===== src/rtl/ifu_exec_sequencer_if.sv =====
// Fetch bus between the exec sequencer and instruction memory.
// master: request valid/addr out, ready/response in; slave: mirror.
interface ifu_exec_sequencer_if #(
  parameter int ADDR_W = 32
) ();
  logic              ifu_req_valid;
  logic [ADDR_W-1:0] ifu_req_addr;
  logic              ifu_req_ready;
  logic              ifu_resp_valid;
  logic [31:0]       ifu_resp_data;

  modport master (
    output ifu_req_valid,
    output ifu_req_addr,
    input  ifu_req_ready,
    input  ifu_resp_valid,
    input  ifu_resp_data
  );

  modport slave (
    input  ifu_req_valid,
    input  ifu_req_addr,
    output ifu_req_ready,
    output ifu_resp_valid,
    output ifu_resp_data
  );
endinterface


===== src/rtl/ifu_exec_sequencer.sv =====
// Multi-cycle fetch/exec sequencer for the RV32 single-cycle datapath.
// Ports: clk, reset (sync, active-high), pc_in, ifu (fetch bus master),
// ist_out, commit, halted, instret, fetch_err.
// Optional: FETCH_TIMEOUT_EN adds a WAIT timeout that halts the core.
module ifu_exec_sequencer #(
  parameter int          ADDR_W   = 32,
  parameter logic [31:0] NOP_INST = 32'h0000_0013,
  parameter int          TIMEOUT  = 255
) (
  input  logic                        clk,
  input  logic                        reset,
  input  logic [ADDR_W-1:0]           pc_in,
  ifu_exec_sequencer_if.master        ifu,
  output logic [31:0]                 ist_out,
  output logic                        commit,
  output logic                        halted,
  output logic [31:0]                 instret,
  output logic                        fetch_err
);

  localparam logic [31:0] EBREAK = 32'h0010_0073;

  if (TIMEOUT < 1) begin : g_bad_timeout
    $error("TIMEOUT must be at least 1");
  end

  typedef enum logic [2:0] {
    S_IDLE,
    S_FETCH,
    S_WAIT,
    S_EXEC,
    S_HALT
  } state_t;

  state_t state;
  state_t state_nxt;

  logic              req_valid;
  logic [ADDR_W-1:0] req_addr;
  logic              is_ebreak;
  logic              resp_take;
  logic              fetch_entry;
  logic              to_hit;

  assign is_ebreak = (ist_out == EBREAK);

  // Response is accepted only together with or after the handshake.
  assign resp_take =
    ((state == S_FETCH) && ifu.ifu_req_ready && ifu.ifu_resp_valid) ||
    ((state == S_WAIT) && ifu.ifu_resp_valid);

  assign fetch_entry = (state_nxt == S_FETCH) && (state != S_FETCH);

`ifdef FETCH_TIMEOUT_EN
  localparam int CW = $clog2(TIMEOUT + 1);
  localparam logic [CW-1:0] TO_LAST = CW'(TIMEOUT - 1);

  logic [CW-1:0] wait_cnt;

  // A response on the final count still wins.
  assign to_hit = (state == S_WAIT) && !ifu.ifu_resp_valid &&
                  (wait_cnt == TO_LAST);

  always_ff @(posedge clk) begin
    if (reset) begin
      wait_cnt  <= '0;
      fetch_err <= 1'b0;
    end else begin
      if (state != S_WAIT) wait_cnt <= '0;
      else                 wait_cnt <= wait_cnt + 1'b1;
      if (to_hit) fetch_err <= 1'b1;
    end
  end
`else
  assign to_hit    = 1'b0;
  assign fetch_err = 1'b0;
`endif

  always_ff @(posedge clk) begin
    if (reset) state <= S_IDLE;
    else       state <= state_nxt;
  end

  always_comb begin
    state_nxt = state;
    unique case (state)
      S_IDLE:  state_nxt = S_FETCH;
      S_FETCH: begin
        if (ifu.ifu_req_ready)
          state_nxt = ifu.ifu_resp_valid ? S_EXEC : S_WAIT;
      end
      S_WAIT: begin
        if (ifu.ifu_resp_valid) state_nxt = S_EXEC;
        else if (to_hit)        state_nxt = S_HALT;
      end
      S_EXEC:  state_nxt = is_ebreak ? S_HALT : S_FETCH;
      S_HALT:  state_nxt = S_HALT;
      default: state_nxt = S_IDLE;
    endcase
  end

  always_comb begin
    req_valid = 1'b0;
    commit    = 1'b0;
    halted    = 1'b0;
    unique case (state)
      S_FETCH: req_valid = 1'b1;
      S_EXEC:  commit    = !is_ebreak;
      S_HALT:  halted    = 1'b1;
      default: ;
    endcase
  end

  // Address is frozen for the whole FETCH stay, so the bus sees a
  // stable request even if pc_in moves underneath.
  always_ff @(posedge clk) begin
    if (reset) begin
      req_addr <= '0;
      ist_out  <= NOP_INST;
      instret  <= '0;
    end else begin
      if (fetch_entry)       req_addr <= pc_in;
      if (resp_take)         ist_out  <= ifu.ifu_resp_data;
      if (state == S_EXEC)   instret  <= instret + 32'd1;
    end
  end

  assign ifu.ifu_req_valid = req_valid;
  assign ifu.ifu_req_addr  = req_addr;

endmodule


===== src/flat_wrapper.sv =====
// flat-port wrapper written by rule: the top's interface ports become plain ports
module ifu_exec_sequencer_flat 
#(
  parameter int          ADDR_W   = 32,
  parameter logic [31:0] NOP_INST = 32'h0000_0013,
  parameter int          TIMEOUT  = 255
)
  (clk, reset, pc_in, ist_out, commit, halted, instret, fetch_err, ifu_ifu_req_valid, ifu_ifu_req_addr, ifu_ifu_req_ready, ifu_ifu_resp_valid, ifu_ifu_resp_data);
  ifu_exec_sequencer_if #(.ADDR_W(ADDR_W)) ifu_i ();
  input  logic clk;
  input  logic reset;
  input  logic [ADDR_W-1:0] pc_in;
  output logic [31:0] ist_out;
  output logic commit;
  output logic halted;
  output logic [31:0] instret;
  output logic fetch_err;
  output wire logic [$bits(ifu_i.ifu_req_valid)-1:0] ifu_ifu_req_valid;
  output wire logic [$bits(ifu_i.ifu_req_addr)-1:0] ifu_ifu_req_addr;
  input wire logic [$bits(ifu_i.ifu_req_ready)-1:0] ifu_ifu_req_ready;
  input wire logic [$bits(ifu_i.ifu_resp_valid)-1:0] ifu_ifu_resp_valid;
  input wire logic [$bits(ifu_i.ifu_resp_data)-1:0] ifu_ifu_resp_data;
  assign ifu_ifu_req_valid = ifu_i.ifu_req_valid;
  assign ifu_ifu_req_addr = ifu_i.ifu_req_addr;
  assign ifu_i.ifu_req_ready = ifu_ifu_req_ready;
  assign ifu_i.ifu_resp_valid = ifu_ifu_resp_valid;
  assign ifu_i.ifu_resp_data = ifu_ifu_resp_data;
  ifu_exec_sequencer #(.ADDR_W(ADDR_W), .NOP_INST(NOP_INST), .TIMEOUT(TIMEOUT)) u_core (.clk(clk), .reset(reset), .pc_in(pc_in), .ifu(ifu_i), .ist_out(ist_out), .commit(commit), .halted(halted), .instret(instret), .fetch_err(fetch_err));
endmodule

===== config.mk =====
export PLATFORM = sky130hd
export DESIGN_NAME = ifu_exec_sequencer_flat
export DESIGN_NICKNAME = d
export VERILOG_FILES = /design/src/rtl/ifu_exec_sequencer_if.sv /design/src/rtl/ifu_exec_sequencer.sv /design/src/flat_wrapper.sv
export SDC_FILE = /design/constraint.sdc
export NUM_CORES = 1
export LEC_CHECK = 0
export CORE_MARGIN = 4
export CORE_UTILIZATION = 46
export DETAILED_ROUTE_END_ITERATION = 8
export GPL_TIMING_DRIVEN = 1
export HOLD_SLACK_MARGIN = 0.03
export PLACE_DENSITY = 0.88
export SLEW_MARGIN = 25
export SYNTH_ARGS = -nofsm -noshare
export SYNTH_HDL_FRONTEND = slang
export SYNTH_SLANG_ARGS = --single-unit

===== constraint.sdc =====
create_clock -name clk -period 2.33 [get_ports clk]
set_clock_uncertainty 0.1 [all_clocks]
set_input_delay 0.3495 -clock clk [delete_from_list [all_inputs] [get_ports clk]]
set_output_delay 0.3495 -clock clk [all_outputs]
set_load 0.03 [all_outputs]

# Word level (Yosys, flattened, before mapping)
# Index checks and enable logic that the tools add are counted.
# W data, S select, Z words.
[word_totals]
reg_bits = 99
in_bits = 68
out_inout_bits = 100
word_cells = 27
[op_classes]
add_sub_neg = 1
n_eq_ne = 7
n_mux = 8
n_reduce_logical = 7
[ops]
columns = ["op", "count"]
rows = [
  ["$add A32 B1 Y32 const B", 1],
  ["$eq A32 B21 Y1 const B", 1],
  ["$pmux W3 S5", 1],
  ["$mux W3", 3],
  ["$eq A3 B1 Y1 const B", 2],
  ["$eq A3 B2 Y1 const B", 2],
  ["$logic_and A1 B1 Y1", 4],
  ["$mux W1", 4],
  ["$eq A3 B3 Y1 const B", 1],
  ["$logic_not A3 Y1", 1],
  ["$ne A3 B1 Y1 const B", 1],
  ["$logic_not A1 Y1", 1],
  ["$logic_or A1 B1 Y1", 1],
]

# Longest topological paths before layout
[depth]
ltp_word = 5
ltp_mapped = 7
depth_no_buf = 5

# Least setup slack after synthesis
# Ideal clock, no wire load.
[synth_path]
path_type = "register to register"
from = "register u_core.instret[0]"
to = "register u_core.instret[24]"
setup_ns = 0.070
t_arrival_ns = 2.120
t_required_ns = 2.160
setup_slack_ns = 0.040
path_stages_with_launch = 7
n_path_buf = 1
synth_period_minus_slack_ns = 2.290
path_cell_list = "dfxtp_1 > ha_1 > nand3_1 > or4_4 > buf_6 > or4_1 > a21oi_1"
[synth_via]
elab_chain_len = 1
[synth_lines]
columns = ["item", "line", "text"]
rows = [
  ["from (decl)", "ifu_exec_sequencer.sv:17", "output logic [31:0] instret,"],
  ["from (signal assigned)", "ifu_exec_sequencer.sv:124", "if (state == S_EXEC) instret <= instret + 32'd1;"],
  ["$add A32 B1 Y32", "ifu_exec_sequencer.sv:124", ""],
]
# Every way passes these cells.
# A chain may end at the register's enable or synchronous reset.

# Final worst setup path
[layout_path]
from = "register u_core.state[1]"
to = "output port ifu_ifu_req_valid"
[layout_via]
elab_chain_len = 2
[layout_lines]
columns = ["item", "line", "text"]
rows = [
  ["from (decl)", "ifu_exec_sequencer.sv:35", "state_t state;"],
  ["from (signal assigned)", "ifu_exec_sequencer.sv:81", "else state <= state_nxt;"],
  ["$eq A3 B1 Y1", "ifu_exec_sequencer.sv:106", "unique case (state)"],
  ["$mux W1", "ifu_exec_sequencer.sv:106", ""],
  ["to (decl)", "flat_wrapper.sv:18", "output wire logic [$bits(ifu_i.ifu_req_valid)-1:0] ifu_ifu_req_valid;"],
]
# Every way passes these cells.

==> results.md <==
* Outcome: completed
* Reg-to-reg critical path startpoint: u_core.instret[7]$_SDFFE_PP0N_
* Initial antenna violation count at 0
* Commonest cells after routing, fill and taps aside: clkdlybuf4s50_1 (162), dfxtp_1 (96), o21ai_0 (74)
* Post-Route WL at between 10 and 15 mm
* Tmin final at approximately 2.2 ns
* CTS buffer count at 9
* Initial DRC count at 344
* Pleak at between 0.002 and 0.0025 uW
* Die Wd at between 100 and 150 microns
* I/O Pins at about 170
* CTS sink cnt at just under 100
* Worst-path clk slew at about 0.09 ns
* Buffers on Ports at 166
* Post-CTS Hold Fix Bufs at 0
* Area Overhead vs Synth at 41.4%
* Distinct cells, synth at between 40 and 50
* # rows at 37
* Average cell area after synthesis at 8.57 sq um
* Ys async rst share at 0
* Hold Path Origin: reset
* Synth Area in Simple Gates at 0.238
* Placed Area at 0.00675 sq mm
* Critical Path Sink Type: output pin
* Adder-cell share of the synthesized area at 0.00254
* Starting Density at 0.476
* EDFF count, synth at 0
* FILL cells at 810
* Vias in the first global route at a little under 5000
* Post-placement cell count at between 800 and 900
* Worst Tran Pin Value at about 0.66 ns
* First-pass GRT wire length at between 20 and 25 mm
* Multi-input combinational cell area at 0.00276 sq mm
* Drc violations at 0
* Pins Over Slew Limit at 0
* MaxCap Viol Count at 0
* Max Freq at 454 MHz
* WS Path Type: reg2out
* CP arrival at approximately 1.8 ns
* Avg WL per Cell at ~17 microns
* Clock root buffer: clkbuf_8
* RSZ-0062 raised after global routing: false
* Post-route insts no fill at ~860
* Netlist Area Pre-Place at around 0.0049 sq mm
* CP startpoint kind: flop
* Largest net degree at the start of global routing at just under 70
* Most common cell after layout, fill and taps aside: clkdlybuf4s50_1
* TritonCTS clock tree: done
* Gpl congestion at about 0.8
* Post-Synthesis Net Count at roughly 650
* Post-route cell area at around 0.0070 sq mm
* Fin crit share at 0.945
* CP startpoint: u_core.state[1]$_SDFF_PP0_
* Layout cells sized above 1 at 0.0729
* Post-synthesis sequential area ratio at 0.402
* Register area at slightly below 0.002 sq mm
* CTS Buffer Depth at 2
* Slew headroom at 0.560
* #FFs+latches synth at roughly 100
* Power Dens Cells at approximately 540 mW/mm^2
* H-tree depth at 3
* Largest family of logic cells by synthesized area: simple AND/OR/NAND/NOR gates
* Initial DRT Pass Iterations at 4
* Hold WC Path Type: in2reg
* ANT cells at 0
* Compound-Gate Fraction of Synth Area at 0.229
* Final Hold Vio Count at 0
* Global route overflow at 0
* Setup Viol. Count Final at 0
* Hpwl dp at between 10 and 15 mm
* Core area at between 0.01 and 0.015 sq mm
* DIE HEIGHT at 112 microns
* Mux contribution to synthesized area at 0.0588
* Crit Path Max Fanout at between 50 and 60
* Synth Warn # at 0
* Worst-Skew Late Latency at ~0.38 ns
* Vias per Instance at 5.82
* Final nets at a little under 800
* Most used DFF post-synth: dfxtp_1
* XOR/XNOR Fraction of Synth Area at 0.0178
* Post-route ant nets at 0
* R2r setup slk at roughly 0.14 ns
* Worst vdd rail ir drop at a little under 0.0005 V
* Syn Inst Count at 576
* Overall Global Routing Usage at 0.228
* Die ar. at 0.0124 sq mm
* CP required at 1.88 ns
* Via count at ~5000
-- cell usage after synthesis (all sizes together) (2+ instances only) --
library cell / n / area (sq um)
nor2b: 4 / 25.0
xnor2: 7 / 61.3
a211o: 3 / 26.3
a211oi: 3 / 27.5
inv: 7 / 26.3
xor2: 3 / 26.3
nand3b: 2 / 15.0
a21oi: 57 / 285
nor4: 7 / 43.8
nand2: 10 / 37.5
o21ai: 75 / 375
a221o: 32 / 320
nand4: 10 / 62.6
nor3b: 33 / 248
o31ai: 12 / 90.1
and2: 34 / 213
or4: 14 / 113
nor3: 5 / 25.0
buf: 12 / 68.8
and4b: 2 / 20.0
clkbuf: 41 / 155
or3: 9 / 56.3
mux2i: 29 / 290
and4: 5 / 43.8
dfxtp: 99 / 1980
nor2: 40 / 150
nand3: 12 / 60.1
-- through the flow --
stage	hold slack, ns	setup TNS [ns]	setup WS, ns	util	power (uW)
2_1_floorplan	0.367	0	0.0396	-	2320
3_3_place_gp	0.360	-0.0186	-0.0186	0.651	2660
3_5_place_dp	0.372	0	0.0304	0.651	2700
4_1_cts	0.282	-0.0427	-0.0427	0.671	3820
5_1_grt	0.301	0	0.00667	0.673	3950
6_report	0.308	0	0.127	0.673	3790
-- flip-flops by register name, indices dropped and copies added (netlist names) --
name,cells
u_core.ist_out,32
u_core.ifu.ifu_req_addr,32
u_core.state,3
u_core.instret,32
-- path summary, 6_finish.rpt --
kind,end,depth (start not counted)
max,ifu_ifu_req_valid,4
min,u_core.instret[4]$_SDFFE_PP0N_,2
max reg2reg,u_core.instret[28]$_SDFFE_PP0N_,4
min reg2reg,u_core.instret[31]$_SDFFE_PP0N_,2
-- per-layer routing --
layer,vias up,global-route usage,share of wire
met5,-,0,0
met3,20,0.0935,0.081
met4,0,0.0624,0.021
met1,2411,0.261,0.40
met2,168,0.394,0.50
li1,2425,-,-
-- area by class of cell --
cell class | instances | share of cell area
clock buffer | 12 | 0.0208
sequential | 99 | 0.285
clock inverter | 4 | 0.00717
inverter | 7 | 0.00377
tap | 136 | 0.0244
timing repair buffer | 188 | 0.264
multi-input combinational | 417 | 0.395
-- cells by family after synthesis --
logic type | Yosys count
buf+inv | 60
compound gates | 183
mux | 29
flops | 99
simple gates | 193
other cells | 1
xor+xnor | 10
fa+ha+maj | 1
-- where the power goes --
| group | switching [uW] | internal [uW] | total [uW] |
|---|---|---|---|
| Clock | 595 | 525 | 1120 |
| Combinational | 428 | 389 | 817 |
| Sequential | 77.2 | 1770 | 1850 |
-- what timing repair did --
item	in CTS	in global routing
setup endpoints to repair	2	3
buffers inserted	1	0
pin swaps	1	1
resized for setup	6	6
-- worst max-delay path: stages, from the launching register on --
cell and delay [ns]:
dfxtp_2 0.39, buf_4 0.24, buf_4 0.45, nor3_1 0.10
buf_4 0.19
(Power assumes the default switching activity.)
